===== src/rtl/pipe_hazard_ctrl.sv =====
// Stall/flush sequencer for the 5-stage pipeline: stage-register enables/clears, multicycle EX tracking, stall counter.
// Latency: outputs are combinational from state and inputs; state and counters update on the rising clock edge.
// Backpressure: mem_stall freezes everything upstream of MEM/WB and inserts a bubble into WB.
module pipe_hazard_ctrl #(
    parameter int REG_AW = 5,
    parameter int MC_LAT = 4,
    parameter int CNT_W  = 16
) (
    input  logic              clk,
    input  logic              rst,
    input  logic [REG_AW-1:0] id_rs,
    input  logic [REG_AW-1:0] id_rt,
    input  logic              id_uses_rt,
    input  logic              ex_memread,
    input  logic [REG_AW-1:0] ex_rd,
    input  logic              ex_mc,
    input  logic              ex_br_taken,
    input  logic              mem_stall,
    output logic              pc_en,
    output logic              ifid_en,
    output logic              ifid_clr,
    output logic              idex_en,
    output logic              idex_clr,
    output logic              exmem_en,
    output logic              exmem_clr,
    output logic              memwb_en,
    output logic              memwb_clr,
    output logic              mc_done,
    output logic [CNT_W-1:0]  stall_cycles
);

    localparam int CW = $clog2(MC_LAT);
    localparam logic [CW-1:0] CNT_LOAD = CW'(MC_LAT - 2);

    typedef enum logic {RUN, MC_BUSY} state_t;

    state_t        state, state_nx;
    logic [CW-1:0] cnt, cnt_nx;
    logic          load_use;

    assign load_use = ex_memread && (ex_rd != '0) &&
                      ((ex_rd == id_rs) || (id_uses_rt && (ex_rd == id_rt)));

    always_ff @(posedge clk or negedge rst) begin
        if (!rst) begin
            state <= RUN;
            cnt   <= '0;
        end else begin
            state <= state_nx;
            cnt   <= cnt_nx;
        end
    end

    always_comb begin
        state_nx  = state;
        cnt_nx    = cnt;
        pc_en     = 1'b1;
        ifid_en   = 1'b1;
        ifid_clr  = 1'b0;
        idex_en   = 1'b1;
        idex_clr  = 1'b0;
        exmem_en  = 1'b1;
        exmem_clr = 1'b0;
        memwb_en  = 1'b1;
        memwb_clr = 1'b0;
        mc_done   = 1'b0;

        if (!rst) begin
            pc_en     = 1'b0;
            ifid_en   = 1'b0;
            ifid_clr  = 1'b1;
            idex_en   = 1'b0;
            idex_clr  = 1'b1;
            exmem_en  = 1'b0;
            exmem_clr = 1'b1;
            memwb_en  = 1'b0;
            memwb_clr = 1'b1;
        end else if (mem_stall) begin
            // Hazards are re-evaluated once memory is ready, so nothing advances here.
            pc_en     = 1'b0;
            ifid_en   = 1'b0;
            idex_en   = 1'b0;
            exmem_en  = 1'b0;
            memwb_clr = 1'b1;
        end else if ((state == RUN && ex_mc) || (state == MC_BUSY && cnt != '0)) begin
            pc_en     = 1'b0;
            ifid_en   = 1'b0;
            idex_en   = 1'b0;
            exmem_clr = 1'b1;
            if (state == RUN) begin
                state_nx = MC_BUSY;
                cnt_nx   = CNT_LOAD;
            end else begin
                cnt_nx   = cnt - CW'(1);
            end
        end else if (state == MC_BUSY) begin
            mc_done  = 1'b1;
            state_nx = RUN;
        end else if (ex_br_taken) begin
            // The taken branch squashes the ID instruction, so any load-use on it is moot.
            ifid_clr = 1'b1;
            idex_clr = 1'b1;
        end else if (load_use) begin
            pc_en    = 1'b0;
            ifid_en  = 1'b0;
            idex_clr = 1'b1;
        end
    end

    always_ff @(posedge clk or negedge rst) begin
        if (!rst) begin
            stall_cycles <= '0;
        end else if (!pc_en && (stall_cycles != '1)) begin
            stall_cycles <= stall_cycles + CNT_W'(1);
        end
    end

endmodule


===== config.mk =====
export PLATFORM = sky130hd
export DESIGN_NAME = pipe_hazard_ctrl
export DESIGN_NICKNAME = d
export VERILOG_FILES = /design/src/rtl/pipe_hazard_ctrl.sv
export SDC_FILE = /design/constraint.sdc
export NUM_CORES = 1
export LEC_CHECK = 0
export CAP_MARGIN = 30
export CORE_AREA = 2 2 53 55
export DETAILED_ROUTE_END_ITERATION = 8
export DIE_AREA = 0 0 55 57
export DONT_BUFFER_PORTS = 1
export MAX_ROUTING_LAYER = met4
export PLACE_DENSITY = 0.63
export SLEW_MARGIN = 30
export SYNTH_ARGS = -nofsm -noshare
export SYNTH_HDL_FRONTEND = slang
export SYNTH_SLANG_ARGS = --single-unit

===== constraint.sdc =====
create_clock -name clk -period 4.4 [get_ports clk]
set_input_delay 0.44 -clock clk [delete_from_list [all_inputs] [get_ports clk]]
set_output_delay 0.44 -clock clk [all_outputs]
set_load 0.01 [all_outputs]

==> results of run 1 <==
-- registers in the layout, summed over array words and instances, names as in the netlist --
register and flops:
cnt 2, state 1, stall_cycles 16
-- kinds of logic after synthesis --
logic type | Yosys count
AO/OA/AOI/OAI | 15
adder cells (fa/ha/maj) | 2
XOR/XNOR | 25
flip-flops | 19
multiplexers | 1
AND/OR/NAND/NOR | 47
buffers and inverters | 11
-- worst paths after layout --
check | slack (ns) | cells after the start | startpoint | endpoint
worst max-delay path | 1.95 | 6 | cnt[0]$_DFFE_PN0P_ | ifid_en
worst min-delay path | 0.30 | 1 | ex_mc | state$_DFFE_PN0P_
worst max register to register | 2.13 | 7 | stall_cycles[0]$_DFFE_PN0P_ | stall_cycles[8]$_DFFE_PN0P_
worst min register to register | 0.53 | 1 | state$_DFFE_PN0P_ | cnt[1]$_DFFE_PN0P_
max in group asynchronous | 3.20 | 1 | rst | stall_cycles[10]$_DFFE_PN0P_
min in group asynchronous | 0.69 | 1 | rst | stall_cycles[1]$_DFFE_PN0P_
-- worst register-to-register path: cells and delay by family, from the launching register on --
family | cells | cell delay [ns]
compound gates | 1 | 0.35
xor+xnor | 1 | 0.18
fa+ha+maj | 1 | 0.30
flops | 1 | 0.48
simple gates | 4 | 0.90
-- power by group through the flow --
stage	logic, mW	clock network [mW]	registers (mW)
after floorplan	0.223	0	0.348
after global placement	0.240	0	0.369
after detailed placement	0.253	0	0.373
after CTS	0.260	0.0902	0.369
after global routing	0.293	0.0952	0.384
final	0.257	0.0851	0.368
-- per-stage QoR --
step / utilization, % / cell area (um^2)
2_1_floorplan: - / 1220
4_1_cts: 48.2 / 1260
5_1_grt: 48.2 / 1260
3_3_place_gp: 46.8 / 1220
6_report: 48.2 / 1260
3_5_place_dp: 46.8 / 1220
-- metal layers --
layer	GRT usage [%]	part of all wire, %	vias up
met5	-	0	-
met4	6.27	0.85	0
met3	3.40	6.9	2
met2	31.6	55	35
met1	18.4	38	435
li1	-	-	423
-- cell usage in the layout (no fill, tap or decap), types with 2 or more instances in the layout --
cell,count
nor3_2,2
or2_2,3
nand2b_1,2
and3_1,2
xnor2_1,7
nand4_1,4
clkbuf_4,3
a21oi_1,5
inv_1,8
nand3_1,5
nand2_1,8
nor2_1,7
nor4_1,5
xor2_1,18
o21ai_0,3
nor4_4,3
dfrtp_1,19
nor3_1,3
ha_1,2
-- area by class of cell --
cell class,instances,area [um^2]
inverters,8,30.0
flip-flops and latches,19,475
clock buffers,4,26.3
fillers,260,1360
multi-input cells,90,679
well taps,31,38.8
repair buffers,1,10.0
-- timing repair --
action / CTS / global route
hold buffers: 1 / 0
gates resized for setup: 0 / 0
hold endpoints to repair: 19 / 0
==> run metrics, run 1 <==
run status completed; first-pass GRT wire length 3.92 mm; setup TNS 0 ns; PwrDens 564 nW/um^2; Seq cells post-synth 19; endpoints failing setup 0; vias per cell 5.85; Syn Inst Count 120; Ports 48; TritonCTS Buffers 3; ys flop type dfrtp_1; CP Max Fanout 7; core area 2620 um^2; DR WL/cell 16.2 um; top-count cell post-synth dfrtp_1; die area 3140 um^2; commonest cells in the netlist dfrtp_1, xor2_1, inv_1, nand2_1; Worst slew margin 44.0%; yosys synthesis warning count 0; Worst path most repeated cell inv_1; total wire length 2.48 mm; clk slew on worst S/H paths 0.10 ns; complex-gate fraction of the synthesized area 8.92%; Switching Power 0.323 mW; CP required 3.96 ns; Worst Max-Slew Pin Slew 0.838 ns; crit end category primary output; EDFF count, synth 0; Tcrit/Tclk final 55.7%; DP HPWL 1.95 mm; DP Cell Count 148; combinational share of power 36.2%; Worst Hold Class primary input to flop; worst-path cell chain inv_1, ha_1, nand2_1, a21oi_1, o31ai_2, inv_1; crit path kind flop to primary output; number of H-tree levels 1; Post-CTS Setup Bufs 0; Tmin final 2.45 ns; first drt pass iteration count 4; combinational family with the most area after synthesis simple AND/OR/NAND/NOR gates; multiplexer share of the synthesized area 1.23%; Max-Cap Viols 0; die extent in x 55 um; Hold WS 0.302 ns; Pint 0.388 mW; area added between synthesis and finish 3.28%; Slew Limit Fails 0; Pwr Total 0.710 mW; gpl congestion 0.689; Cell Count, Final, Fillers Out 153; Clock Sinks 19; syn_nets 144; DRC viols 0; pin count of the biggest net entering global routing 20; synth top area cells dfrtp_1, xor2_1, nor4_4; clock skew 0.000650 ns; global-route usage over all layers 17.6%; XOR/XNOR share of the synthesized area 17.9%; unrepaired setup endpoints after global routing no; clock power share 12.0%; initial antenna violation count 0; fraction of layout instances using a drive strength above 1 13.9%; final setup margin 1.95 ns; arrival time worst endpoint 2.01 ns; ANT cells 0; post-synthesis adder-cell area fraction 2.05%; Mapped Area 1220 um^2; maximum vdd drop 311 uV; Leak Pwr 0.507 nW; Synth Area in Simple Gates 25.5%; syn avg cell area 10.2 um^2; Clk Tree Root Cell clkbuf_4; top-area cell type share of the netlist area 39.0%; Switching Share 45.4%; Setup WS pre-CTS 2.10 ns; Initial Utilization 46.7%; vias in the first global route 929; distinct cell type count of the synthesized netlist 31; Clock Latency Late Sink 0.29 ns; clock tree buffer depth 2; asr flop ratio synth 100%; maximum clock frequency 408 MHz; worst path bufs/invs 2; Iter 0 DRT Violations 13; CTS tree built; chip height 57 um; sequential power share 51.8%; total grt overflow 0; fin nets 147; critical path's largest stage delay 0.43 ns; critical path startpoint category flop; total number of vias 895; endpoints failing hold 0; post-route ant nets 0; sequential share of the synthesized area 39.0%; leading area contributor after synthesis dfrtp_1; Row Count 19; cell family with most CP delay compound AO/OA/AOI/OAI gates; Slowest-stage cell, CP a21oi_1; IO buf count 0
Power figures use the tool's default switching activity.
==> inputs of run 2 (changes only) <==
==> constraint.sdc (replaced) <==
create_clock -name clk -period 2.55 [get_ports clk]
set_input_delay 0.255 -clock clk [delete_from_list [all_inputs] [get_ports clk]]
set_output_delay 0.255 -clock clk [all_outputs]
set_load 0.01 [all_outputs]
==> run metrics, run 2 (synthesized netlist as in run 1, its figures left out) <==
run status completed; hold_buf cts 1 (unchanged); crit end category flop; Tmin final 2.25 ns; max reg flops 16 (unchanged); Initial Utilization 46.7% (unchanged); Clk Tree Root Cell clkbuf_4; total number of vias 882 (-1.5%); initial antenna violation count 0 (unchanged); crit path kind flop to flop; die extent in x 55 um (unchanged); Post-CTS Setup Bufs 0 (unchanged); clock skew 0.00270 ns (+0.00205 ns); maximum clock frequency 444 MHz; Worst slew margin 43.7% (-0.26 points); Tcrit/Tclk final 88.4%; Util after Layout 48.5% (+0.29 points); vias per cell 5.73 (-2.1%); CP required 2.73 ns (-1.23 ns); # resized after CTS 0 (unchanged); Leak Pwr 0.512 nW (+1.1%); Hold WS 0.128 ns (-0.174 ns); DRC viols 0 (unchanged); Filler cells 259 (-0.38%); Ports 48 (unchanged); arrival time worst endpoint 2.43 ns (+0.42 ns); core area 2620 um^2 (unchanged); global-route usage over all layers 17.1% (-0.52 points); gpl congestion 0.689 (about the same); largest registers stall_cycles x16, cnt x2, state x1; Iter 0 DRT Violations 16 (+3); ANT cells 0 (unchanged); Worst R2R Start stall_cycles[0]$_DFFE_PN0P_; fraction of layout instances using a drive strength above 1 14.6% (+0.70 points); IO buf count 0 (unchanged); setup TNS 0 ns (unchanged); cell family with most CP delay simple AND/OR/NAND/NOR gates; vias in the first global route 932 (+0.32%); Clock Sinks 19 (unchanged); area added between synthesis and finish 3.90%; worst path bufs/invs 0 (-2); PwrDens 960 nW/um^2 (+70%); hold path start ex_mc; Worst Hold Class primary input to flop; Slowest-stage cell, CP dfrtp_1; Worst Max-Slew Pin Slew 0.842 ns (+0.00390 ns); fin nets 148 (+0.68%); commonest non-fill, non-tap cell in the layout dfrtp_1; clock tree buffer depth 2 (unchanged); pin count of the biggest net entering global routing 20 (unchanged); unrepaired setup endpoints after global routing no; Slew Limit Fails 0 (unchanged); Max-Cap Viols 0 (unchanged); CTS tree built; total grt overflow 0 (unchanged); worst-path cell chain ha_1, nand4_1, nor4_1, or3_1, o22a_2, mux2_4; Crit. Startpoint stall_cycles[0]$_DFFE_PN0P_; first-pass GRT wire length 3.91 mm (-0.18%); clk slew on worst S/H paths 0.10 ns (about the same); die area 3140 um^2 (unchanged); Pwr Total 1.22 mW (+71%); first drt pass iteration count 3 (-1); endpoints failing setup 0 (unchanged); total wire length 2.42 mm (-2.3%); TritonCTS Buffers 3 (unchanged); endpoints failing hold 0 (unchanged); most frequent cells in the layout dfrtp_1, xor2_1, inv_1, nand2_1; chip height 57 um (unchanged); Reg with most FFs stall_cycles; maximum vdd drop 477 uV (+53%); post-route ant nets 0 (unchanged); Row Count 19 (unchanged); DP HPWL 1.86 mm (-4.2%); critical path startpoint category flop; critical path's largest stage delay 0.48 ns (+0.05 ns); CP Max Fanout 12 (+5); Clock Latency Late Sink 0.28 ns (about the same); DR WL/cell 15.7 um (-3.0%); number of H-tree levels 1 (unchanged)
## run 2: path summary, 6_finish.rpt
check                                               endpoint  slack, ns  cells past startpoint
worst max-delay path             stall_cycles[1]$_DFFE_PN0P_       0.30                      6
worst min-delay path                       state$_DFFE_PN0P_       0.13                      1
worst max register to register   stall_cycles[1]$_DFFE_PN0P_       0.30                      6
worst min register to register            cnt[1]$_DFFE_PN0P_       0.53                      1
max in group asynchronous       stall_cycles[12]$_DFFE_PN0P_       1.52                      1
min in group asynchronous        stall_cycles[5]$_DFFE_PN0P_       0.51                      1
## run 2: where the power goes
group | internal [mW] | switching, mW
Sequential | 0.420 | 0.214
Clock | 0.0606 | 0.0841
Combinational | 0.190 | 0.248
## run 2: final cells by class
type | count | area [um^2] | area share [%]
multi-input cells | 90 | 679 | 53.6
flip-flops and latches | 19 | 475 | 37.5
well taps | 31 | 38.8 | 3.06
inverters | 8 | 30.0 | 2.37
clock buffers | 4 | 26.3 | 2.07
repair buffers | 2 | 17.5 | 1.38
## run 2: routing by layer
layer  share of wire [%]  global-route usage [%]
met5                   0                       -
met4                0.58                    4.18
met3                 6.7                    2.88
met2                  52                    29.9
met1                  41                    19.9
## run 2: through the flow
| step | cell area, um^2 | instances | setup slack (ns) |
|---|---|---|---|
| final | 1270 | 154 | 0.297 |
| after global placement | 1230 | 149 | 0.404 |
| after detailed placement | 1230 | 149 | 0.347 |
| after CTS | 1270 | 154 | 0.297 |
| after floorplan | 1220 | 120 | 0.583 |
| after global routing | 1270 | 154 | 0.113 |
